===== src/rtl/blackbox_sweeper_pkg.sv =====
// Shared types and constants for the blackbox truth-table sweeper.
package blackbox_sweeper_pkg;

  typedef enum logic [1:0] {
    IDLE   = 2'd0,
    SETTLE = 2'd1,
    DONE   = 2'd2
  } state_e;

  localparam int NUM_COMBOS = 8;
  localparam int IDX_W      = 3;
  localparam int F_BIT      = 2;
  localparam int X_BIT      = 1;
  localparam int E_BIT      = 0;

endpackage


===== src/rtl/settle_timer.sv =====
// Settle-time counter: counts 0..SETTLE_CYCLES-1 while enabled, flags the last count.
module settle_timer #(
  parameter int SETTLE_CYCLES = 2
) (
  input  logic clk,
  input  logic reset_n,
  input  logic clr,
  input  logic en,
  output logic tc
);

  localparam logic [3:0] LAST_CNT = 4'(SETTLE_CYCLES - 1);

  logic [3:0] count_r;

  // Count register; clear has priority and the count restarts after the terminal value
  always_ff @(posedge clk or negedge reset_n) begin
    if (!reset_n) begin
      count_r <= 4'd0;
    end else if (clr) begin
      count_r <= 4'd0;
    end else if (en) begin
      if (count_r == LAST_CNT) begin
        count_r <= 4'd0;
      end else begin
        count_r <= count_r + 4'd1;
      end
    end else begin
      count_r <= count_r;
    end
  end

  assign tc = (count_r == LAST_CNT);

endmodule


===== src/rtl/blackbox_sweeper.sv =====
// Walks the blackbox through all eight f/x/e combinations, builds its truth
// table and grades it against a mask latched at start.
module blackbox_sweeper
  import blackbox_sweeper_pkg::*;
#(
  parameter int SETTLE_CYCLES = 2
) (
  input  logic       clk,
  input  logic       reset_n,
  input  logic       start,
  input  logic       abort,
  input  logic [7:0] expected,
  output logic       bb_f,
  output logic       bb_x,
  output logic       bb_e,
  input  logic       bb_n,
  output logic       busy,
  output logic       done,
  output logic       aborted,
  output logic [7:0] truth_table,
  output logic       pass,
  output logic [3:0] mismatch_count,
  output logic [2:0] first_fail
);

  state_e                  state_r, state_s;
  logic [IDX_W-1:0]        index_r, index_s;
  logic [NUM_COMBOS-1:0]   expected_r;
  logic [NUM_COMBOS-1:0]   tt_s, diff_s;
  logic [3:0]              pop_s;
  logic [2:0]              ff_s;
  logic                    latch_s, sample_s, abort_hit_s;
  logic                    timer_clr_s, timer_en_s, tc_s;

  settle_timer #(.SETTLE_CYCLES(SETTLE_CYCLES)) u_settle_timer (
    .clk     (clk),
    .reset_n (reset_n),
    .clr     (timer_clr_s),
    .en      (timer_en_s),
    .tc      (tc_s)
  );

  // Next-state, index and sampling decisions; abort outranks the final sample
  always_comb begin
    state_s     = state_r;
    index_s     = index_r;
    latch_s     = 1'b0;
    sample_s    = 1'b0;
    abort_hit_s = 1'b0;
    timer_clr_s = 1'b1;
    timer_en_s  = 1'b0;
    case (state_r)
      IDLE: begin
        if (start && !abort) begin
          state_s = SETTLE;
          index_s = 3'd0;
          latch_s = 1'b1;
        end else begin
          state_s = IDLE;
        end
      end
      SETTLE: begin
        timer_clr_s = 1'b0;
        timer_en_s  = 1'b1;
        if (abort) begin
          state_s     = IDLE;
          abort_hit_s = 1'b1;
          timer_clr_s = 1'b1;
        end else if (tc_s) begin
          sample_s = 1'b1;
          if (index_r == 3'd7) begin
            state_s = DONE;
          end else begin
            index_s = index_r + 3'd1;
          end
        end else begin
          state_s = SETTLE;
        end
      end
      DONE:    state_s = IDLE;
      default: state_s = IDLE;
    endcase
  end

  // Truth table as it will look after this edge, plus its grade against the mask
  always_comb begin
    tt_s = truth_table;
    if (latch_s) begin
      tt_s = 8'd0;
    end else if (sample_s) begin
      tt_s[index_r] = bb_n;
    end else begin
      tt_s = truth_table;
    end
    diff_s = tt_s ^ expected_r;
    pop_s  = 4'd0;
    ff_s   = 3'd0;
    for (int i = NUM_COMBOS - 1; i >= 0; i--) begin
      pop_s = pop_s + {3'd0, diff_s[i]};
      if (diff_s[i]) begin
        ff_s = 3'(i);
      end else begin
        ff_s = ff_s;
      end
    end
  end

  // State and registered outputs, all derived from the upcoming state
  always_ff @(posedge clk or negedge reset_n) begin
    if (!reset_n) begin
      state_r        <= IDLE;
      index_r        <= 3'd0;
      expected_r     <= 8'd0;
      truth_table    <= 8'd0;
      pass           <= 1'b0;
      mismatch_count <= 4'd0;
      first_fail     <= 3'd0;
      aborted        <= 1'b0;
      busy           <= 1'b0;
      done           <= 1'b0;
      bb_f           <= 1'b0;
      bb_x           <= 1'b0;
      bb_e           <= 1'b0;
    end else begin
      state_r     <= state_s;
      index_r     <= index_s;
      truth_table <= tt_s;
      if (latch_s) begin
        expected_r     <= expected;
        pass           <= 1'b0;
        mismatch_count <= 4'd0;
        first_fail     <= 3'd0;
        aborted        <= 1'b0;
      end else if (abort_hit_s) begin
        aborted <= 1'b1;
      end else if (state_s == DONE) begin
        pass           <= (diff_s == 8'd0);
        mismatch_count <= pop_s;
        first_fail     <= ff_s;
      end
      busy <= (state_s == SETTLE);
      done <= (state_s == DONE);
      bb_f <= (state_s == SETTLE) ? index_s[F_BIT] : 1'b0;
      bb_x <= (state_s == SETTLE) ? index_s[X_BIT] : 1'b0;
      bb_e <= (state_s == SETTLE) ? index_s[E_BIT] : 1'b0;
    end
  end

endmodule


===== config.mk =====
export PLATFORM = sky130hd
export DESIGN_NAME = blackbox_sweeper
export DESIGN_NICKNAME = d
export VERILOG_FILES = /design/src/rtl/blackbox_sweeper_pkg.sv /design/src/rtl/settle_timer.sv /design/src/rtl/blackbox_sweeper.sv
export SDC_FILE = /design/constraint.sdc
export NUM_CORES = 1
export LEC_CHECK = 0
export ABC_AREA = 1
export CAP_MARGIN = 0
export CORE_MARGIN = 4
export CORE_UTILIZATION = 37
export CTS_CLUSTER_DIAMETER = 200
export DETAILED_ROUTE_END_ITERATION = 7
export SYNTH_ARGS = -nofsm -noshare
export SYNTH_HDL_FRONTEND = slang
export SYNTH_SLANG_ARGS = --single-unit

===== constraint.sdc =====
create_clock -name clk -period 11.4 [get_ports clk]
set_clock_uncertainty 0.15 [all_clocks]
set_input_delay 1.14 -clock clk [delete_from_list [all_inputs] [get_ports clk]]
set_output_delay 1.14 -clock clk [all_outputs]
set_load 0.01 [all_outputs]

==> impl_metrics.tcl, run 1 <==
set metrics [dict create \
    drv_cap 0 \
    yosysSeqAreaShare 0.459 \
    max_slew.worst_pin.slew_ps 869 \
    critPathKind "in2reg" \
    antenna_left 0 \
    port-buffer-count 34 \
    r2r_cells 19 \
    fp.dieH_microns 83.8 \
    yosysWarnings 0 \
    setup_viol 0 \
    cts_tree "built" \
    arrival_ps 5130 \
    cts_resized 0 \
    relSlewSlack 0.421 \
    crit_path_end_kind "register" \
    p_leak_nw 1.40 \
    drc 0 \
    mostFrequentLayoutCells "79 x nand2_1, 44 x inv_1, 39 x dfrtp_1" \
    vias 1663 \
    synth.cell_area_sq_um 2130 \
    drv_slew 0 \
    min-delay-start "first_fail[1]" \
    antenna_found_initial 0 \
    holdPathEnd "first_fail[1]" \
    cp_cell_sequence "clkdlybuf4s50_1 > inv_1 > nand3_2 > nand3_1 > xnor2_1 > inv_1 > fa_1 > fa_1 > inv_1 > fa_1 > ha_1 > inv_1 > fa_1 > xor2_1 > o21ai_0" \
    ys_types 28 \
    hold_depth 2 \
    post-route-period-util 0.444 \
    clkTransAtPathRegs_ps 80 \
    place.gp.congestion 0.781 \
    clock_path_buffers 2 \
    htreeDepth 2 \
    seq_area_sq_um 976 \
    r2r_slack_ps 7070 \
    fmax_mhz 197 \
    worst-path-buf-inv 5 \
    layout-drive-gt1-share 0.0980 \
    yosysTopAreaCell "dfrtp_1" \
    grt_pass1_vias 1672 \
    layout_commonest_cell "nand2_1" \
    drt_iter0_drc 90 \
    via_per_inst 4.52 \
    status "finished, final reports clean" \
    grt_overflow 0 \
    path_max_fanout 18 \
    synthToLayoutAreaGrowth_pct 24.5 \
    total_power_mw 0.566 \
    r2r-start "u_settle_timer.count_r[1]" \
    drt-total-wl_microns 4270 \
    timing.setup.tns_ps 0 \
    dp_hpwl_microns 3230 \
    grt_pass1_wl_microns 7640 \
    synth_top_area_share 0.459 \
    startpoint_type "input port" \
    reg2reg_to "mismatch_count[2]" \
    post_drt_wl_per_cell_microns 11.6 \
    yosys_register_bits 39 \
    postCtsSetupRepairBufs 0 \
    slowest_delay_ps 550 \
    cts_hold_buf 0 \
    cts_root_buf "clkbuf_8" \
    fillCellCount 566 \
    final_net_count 319 \
    numCtsBuffers 5 \
    vdd_drop_max_uv 99.8 \
    diodes 0 \
    finalHoldViolCount 0 \
    worstSkewPairLatency_ps 290 \
    avgSynthCellArea_sq_um 8.28 \
    multiInputGateArea_sq_um 950 \
    core_area_sq_um 5540 \
    min_path_type "reg2reg" \
    min_period_ps 5060 \
    grt_max_degree 40 \
    initial_core_util 0.384 \
    cts_sinks 39 \
    die_w_microns 83.8 \
    drtPass1Iterations 4 \
    die-area_sq_um 7030 \
    io_pins 35 \
    p_per_area_nw_per_um2 214 \
    yosys-top-cells-area "dfrtp_1 46%, nand2_1 14%, inv_1 7.8%" \
    grt_use_total 0.134 \
    crit_required_ps 11470 \
    slowest_stage "fa_1" \
    syn_nets 281 \
    rsz0062_at_grt "no" \
    rows 27 \
    synthCells 257 \
    critPathTopFamily "adder cells" \
]
-- state kept, by name (all words and copies together) (netlist names) --
| register | cells |
|---|---|
| expected_r | 8 |
| truth_table | 8 |
| mismatch_count | 4 |
| u_settle_timer.count_r | 4 |
| first_fail | 3 |
| index_r | 3 |
| state_r | 2 |
| aborted | 1 |
| bb_e | 1 |
| bb_f | 1 |
| bb_x | 1 |
| busy | 1 |
| done | 1 |
| pass | 1 |
-- stage by stage --
step,area [sq um],hold WS [ps],instances,util,setup slack [ps]
final,2650,340,368,0.478,6340
after global routing,2650,353,368,0.478,6070
after CTS,2650,341,368,0.478,6320
after detailed placement,2530,320,360,0.457,6020
after global placement,2530,315,360,0.457,6100
after floorplan,2130,306,257,-,6780
-- cell type report --
type | instances | area share
Tap cell | 72 | 0.0340
Inverter | 48 | 0.0680
Clock inverter | 2 | 0.0132
Clock buffer | 6 | 0.0312
Multi-Input combinational cell | 167 | 0.359
Timing Repair Buffer | 34 | 0.127
Sequential cell | 39 | 0.368
-- routing by layer --
metal,routed length [microns],global-route usage,vias to the layer above
met1,2050,0.176,767
met5,0,0,-
met4,61,0.0439,0
met2,1950,0.213,28
met3,210,0.0395,6
li1,-,-,862
-- cell usage after synthesis (all sizes together) --
library cell and number:
a21o 1, nand2 82, dfrtp 39, a21oi 2, clkbuf 2, a22o 1, ha 7, nand3 22
nand3b 1, buf 1, nand4 4, xnor2 2, fa 4, nor2 22, a211oi 1, o22ai 1
inv 48, o21ai 12, xor2 4, and2 1
-- worst max-delay path by stage --
stage                from                end  slack [ps]  depth (start not counted)
floorplan           abort  mismatch_count[2]        6780                         16
global placement    abort  mismatch_count[2]        6100                         15
detailed placement  abort  mismatch_count[2]        6020                         15
CTS                 abort  mismatch_count[2]        6320                         15
global route        abort  mismatch_count[2]        6070                         15
finish              abort  mismatch_count[2]        6340                         15
-- worst min-delay path, cell delays in order (launching register included) --
cell and delay, ps:
dfrtp_1 350, nand2_1 60, nand2_1 50
-- power breakdown --
part	leakage (nW)	switching [mW]	internal [mW]
clock network	0.0612	0.0490	0.0708
registers	0.522	0.0209	0.163
logic	0.812	0.153	0.110
total	1.40	0.223	0.343
-- kinds of logic (layout without fill, tap and decap cells) --
family | after synthesis | count (layout) | share of synthesized area
compound gates | 18 | 18 | 0.0470
xor+xnor | 6 | 6 | 0.0353
fa+ha+maj | 11 | 11 | 0.0788
buf+inv | 51 | 90 | 0.0952
flops | 39 | 39 | 0.459
simple gates | 132 | 132 | 0.285
Power figures use the tool's default switching activity.
==> inputs of run 2 (changes only) <==
==> constraint.sdc (replaced) <==
create_clock -name clk -period 4.6 [get_ports clk]
set_clock_uncertainty 0.15 [all_clocks]
set_input_delay 0.46 -clock clk [delete_from_list [all_inputs] [get_ports clk]]
set_output_delay 0.46 -clock clk [all_outputs]
set_load 0.01 [all_outputs]
==> run 2 against run 1 <==
Routed wire length is 0.66% higher. Worst setup slack worse by 6000 ps. Register-to-register slack worse by 6800 ps. Die area stayed put. Sequential power is 150% higher. Clock power is 150% higher. Sequential share of layout area is 0.41 points lower. Global-route usage hardly changed. Critical endpoint unchanged. Largest cell class unchanged. Largest power group unchanged. Highest routed layer unchanged.
==> impl_metrics.tcl, run 2 (synthesis gave the netlist of run 1 again) <==
set metrics [dict create \
    port-buffer-count 34 \
    drv_cap 0 \
    finalHoldViolCount 0 \
    min_period_ps 4300 \
    path_max_fanout 4 \
    postCtsSetupRepairBufs 0 \
    die_w_microns 83.8 \
    power.internal_mw 0.860 \
    wl_met1_microns 2030 \
    seq_power_share 0.322 \
    status "finished, final reports clean" \
    drt_iter0_drc 82 \
    cts_tree "built" \
    p_leak_nw 1.41 \
    place.gp.congestion 0.815 \
    pwr-share-comb 0.468 \
    cts_resized 0 \
    clkTransAtPathRegs_ps 80 \
    via_per_inst 4.44 \
    drv_slew 0 \
    layout-drive-gt1-share 0.110 \
    grt_pass1_vias 1654 \
    antenna_left 0 \
    max_slew.worst_pin.slew_ps 856 \
    p_per_area_nw_per_um2 529 \
    fillCellCount 564 \
    synthToLayoutAreaGrowth_pct 25.9 \
    core_area_sq_um 5540 \
    multiInputGateArea_sq_um 950 \
    hold_ws_ps 129 \
    worst-path-buf-inv 4 \
    cts_hold_buf 0 \
    p_clk_frac 0.209 \
    io_pins 35 \
    vdd_drop_max_uv 223 \
    arrival_ps 4360 \
    startpoint_type "register" \
    switching_share 0.393 \
    htreeDepth 2 \
    final_net_count 323 \
    layout_commonest_cell "nand2_1" \
    diodes 0 \
    slowest_delay_ps 550 \
    relSlewSlack 0.429 \
    min_path_type "in2async" \
    drtPass1Iterations 4 \
    drt-total-wl_microns 4290 \
    worstSkewPairLatency_ps 290 \
    drc 0 \
    fp.dieH_microns 83.8 \
    top_regs "expected_r (8), truth_table (8)" \
    timing.setup.tns_ps 0 \
    crit_path_end_kind "register" \
    rows 27 \
    seq_area_sq_um 976 \
    wl_met3_microns 253 \
    clock_path_buffers 2 \
    mostFrequentLayoutCells "79 x nand2_1, 44 x inv_1, 39 x dfrtp_1" \
    initial_core_util 0.384 \
    power.switching_mw 0.557 \
    crit_required_ps 4660 \
    wl_met2_microns 1960 \
    top_layer "met4" \
    grt_overflow 0 \
    cp_cell_sequence "inv_1 > ha_1 > nand2_1 > nor2_4 > nand2_4 > nor2_4 > a21o_1 > nand3_1 > xnor2_1 > inv_1 > fa_1 > fa_1 > inv_1 > fa_1 > ha_1 > inv_1 > fa_1 > xor2_1 > o21ai_0" \
    grt_max_degree 40 \
    numCtsBuffers 5 \
    dp_hpwl_microns 3280 \
    critPathTopFamily "adder cells" \
    critPathKind "reg2reg" \
    grt_pass1_wl_microns 7570 \
    antenna_found_initial 0 \
    fmax_mhz 232 \
    post-route-period-util 0.935 \
    cts_root_buf "clkbuf_8" \
    rsz0062_at_grt "no" \
    slowest_stage "fa_1" \
    die-area_sq_um 7030 \
    setup_viol 0 \
    vias 1651 \
    cts_sinks 39 \
    grt_use_total 0.135 \
    post_drt_wl_per_cell_microns 11.5 \
]
-- run 2: through the flow --
| stage | cell area, sq um | util | setup slack (ps) | cells | total power [mW] |
|---|---|---|---|---|---|
| after floorplan | 2130 | - | 477 | 257 | 0.951 |
| after global placement | 2560 | 0.462 | 115 | 364 | 1.12 |
| after detailed placement | 2560 | 0.462 | 4.06 | 364 | 1.14 |
| after CTS | 2680 | 0.484 | 261 | 372 | 1.44 |
| after global routing | 2680 | 0.484 | 20.5 | 372 | 1.59 |
| final | 2680 | 0.484 | 298 | 372 | 1.42 |
-- run 2: worst paths after layout --
check,slack (ps),to,cells after the start,start
setup / recovery,300,mismatch_count[2],19,u_settle_timer.count_r[1]
hold / removal,130,truth_table[6],1,reset_n
setup reg to reg,300,mismatch_count[2],19,u_settle_timer.count_r[1]
hold reg to reg,330,first_fail[0],2,first_fail[0]
max in group asynchronous,3640,expected_r[4],1,reset_n
min in group clk,330,first_fail[0],2,first_fail[0]
-- run 2: per-layer routing --
layer / global-route usage / vias up
met2: 0.213 / 43
met3: 0.0355 / 6
met5: 0 / -
li1: - / 865
met4: 0.0409 / 0
met1: 0.180 / 737
-- run 2: area by class of cell --
cell class	count	area share
flip-flops and latches	39	0.364
multi-input cells	167	0.355
repair buffers	38	0.136
inverters	48	0.0673
well taps	72	0.0336
clock buffers	6	0.0308
clock inverters	2	0.0131
-- run 2: power by group through the flow --
stage                     sequential (mW)  clock (mW)  combinational, mW
final                               0.457       0.297              0.664
after floorplan                     0.461           0              0.490
after global routing                0.465       0.320              0.810
after detailed placement            0.464           0              0.672
after CTS                           0.457       0.305              0.679
after global placement              0.462           0              0.662
-- run 2: worst reg2reg max path: cells and delay by family (launching register included) --
kind                     cells  cell delay, ps
AO/OA/AOI/OAI                2             270
XOR/XNOR                     2             350
buffers and inverters        4             280
flip-flops                   1             400
adder cells (fa/ha/maj)      6            2260
AND/OR/NAND/NOR              5             510
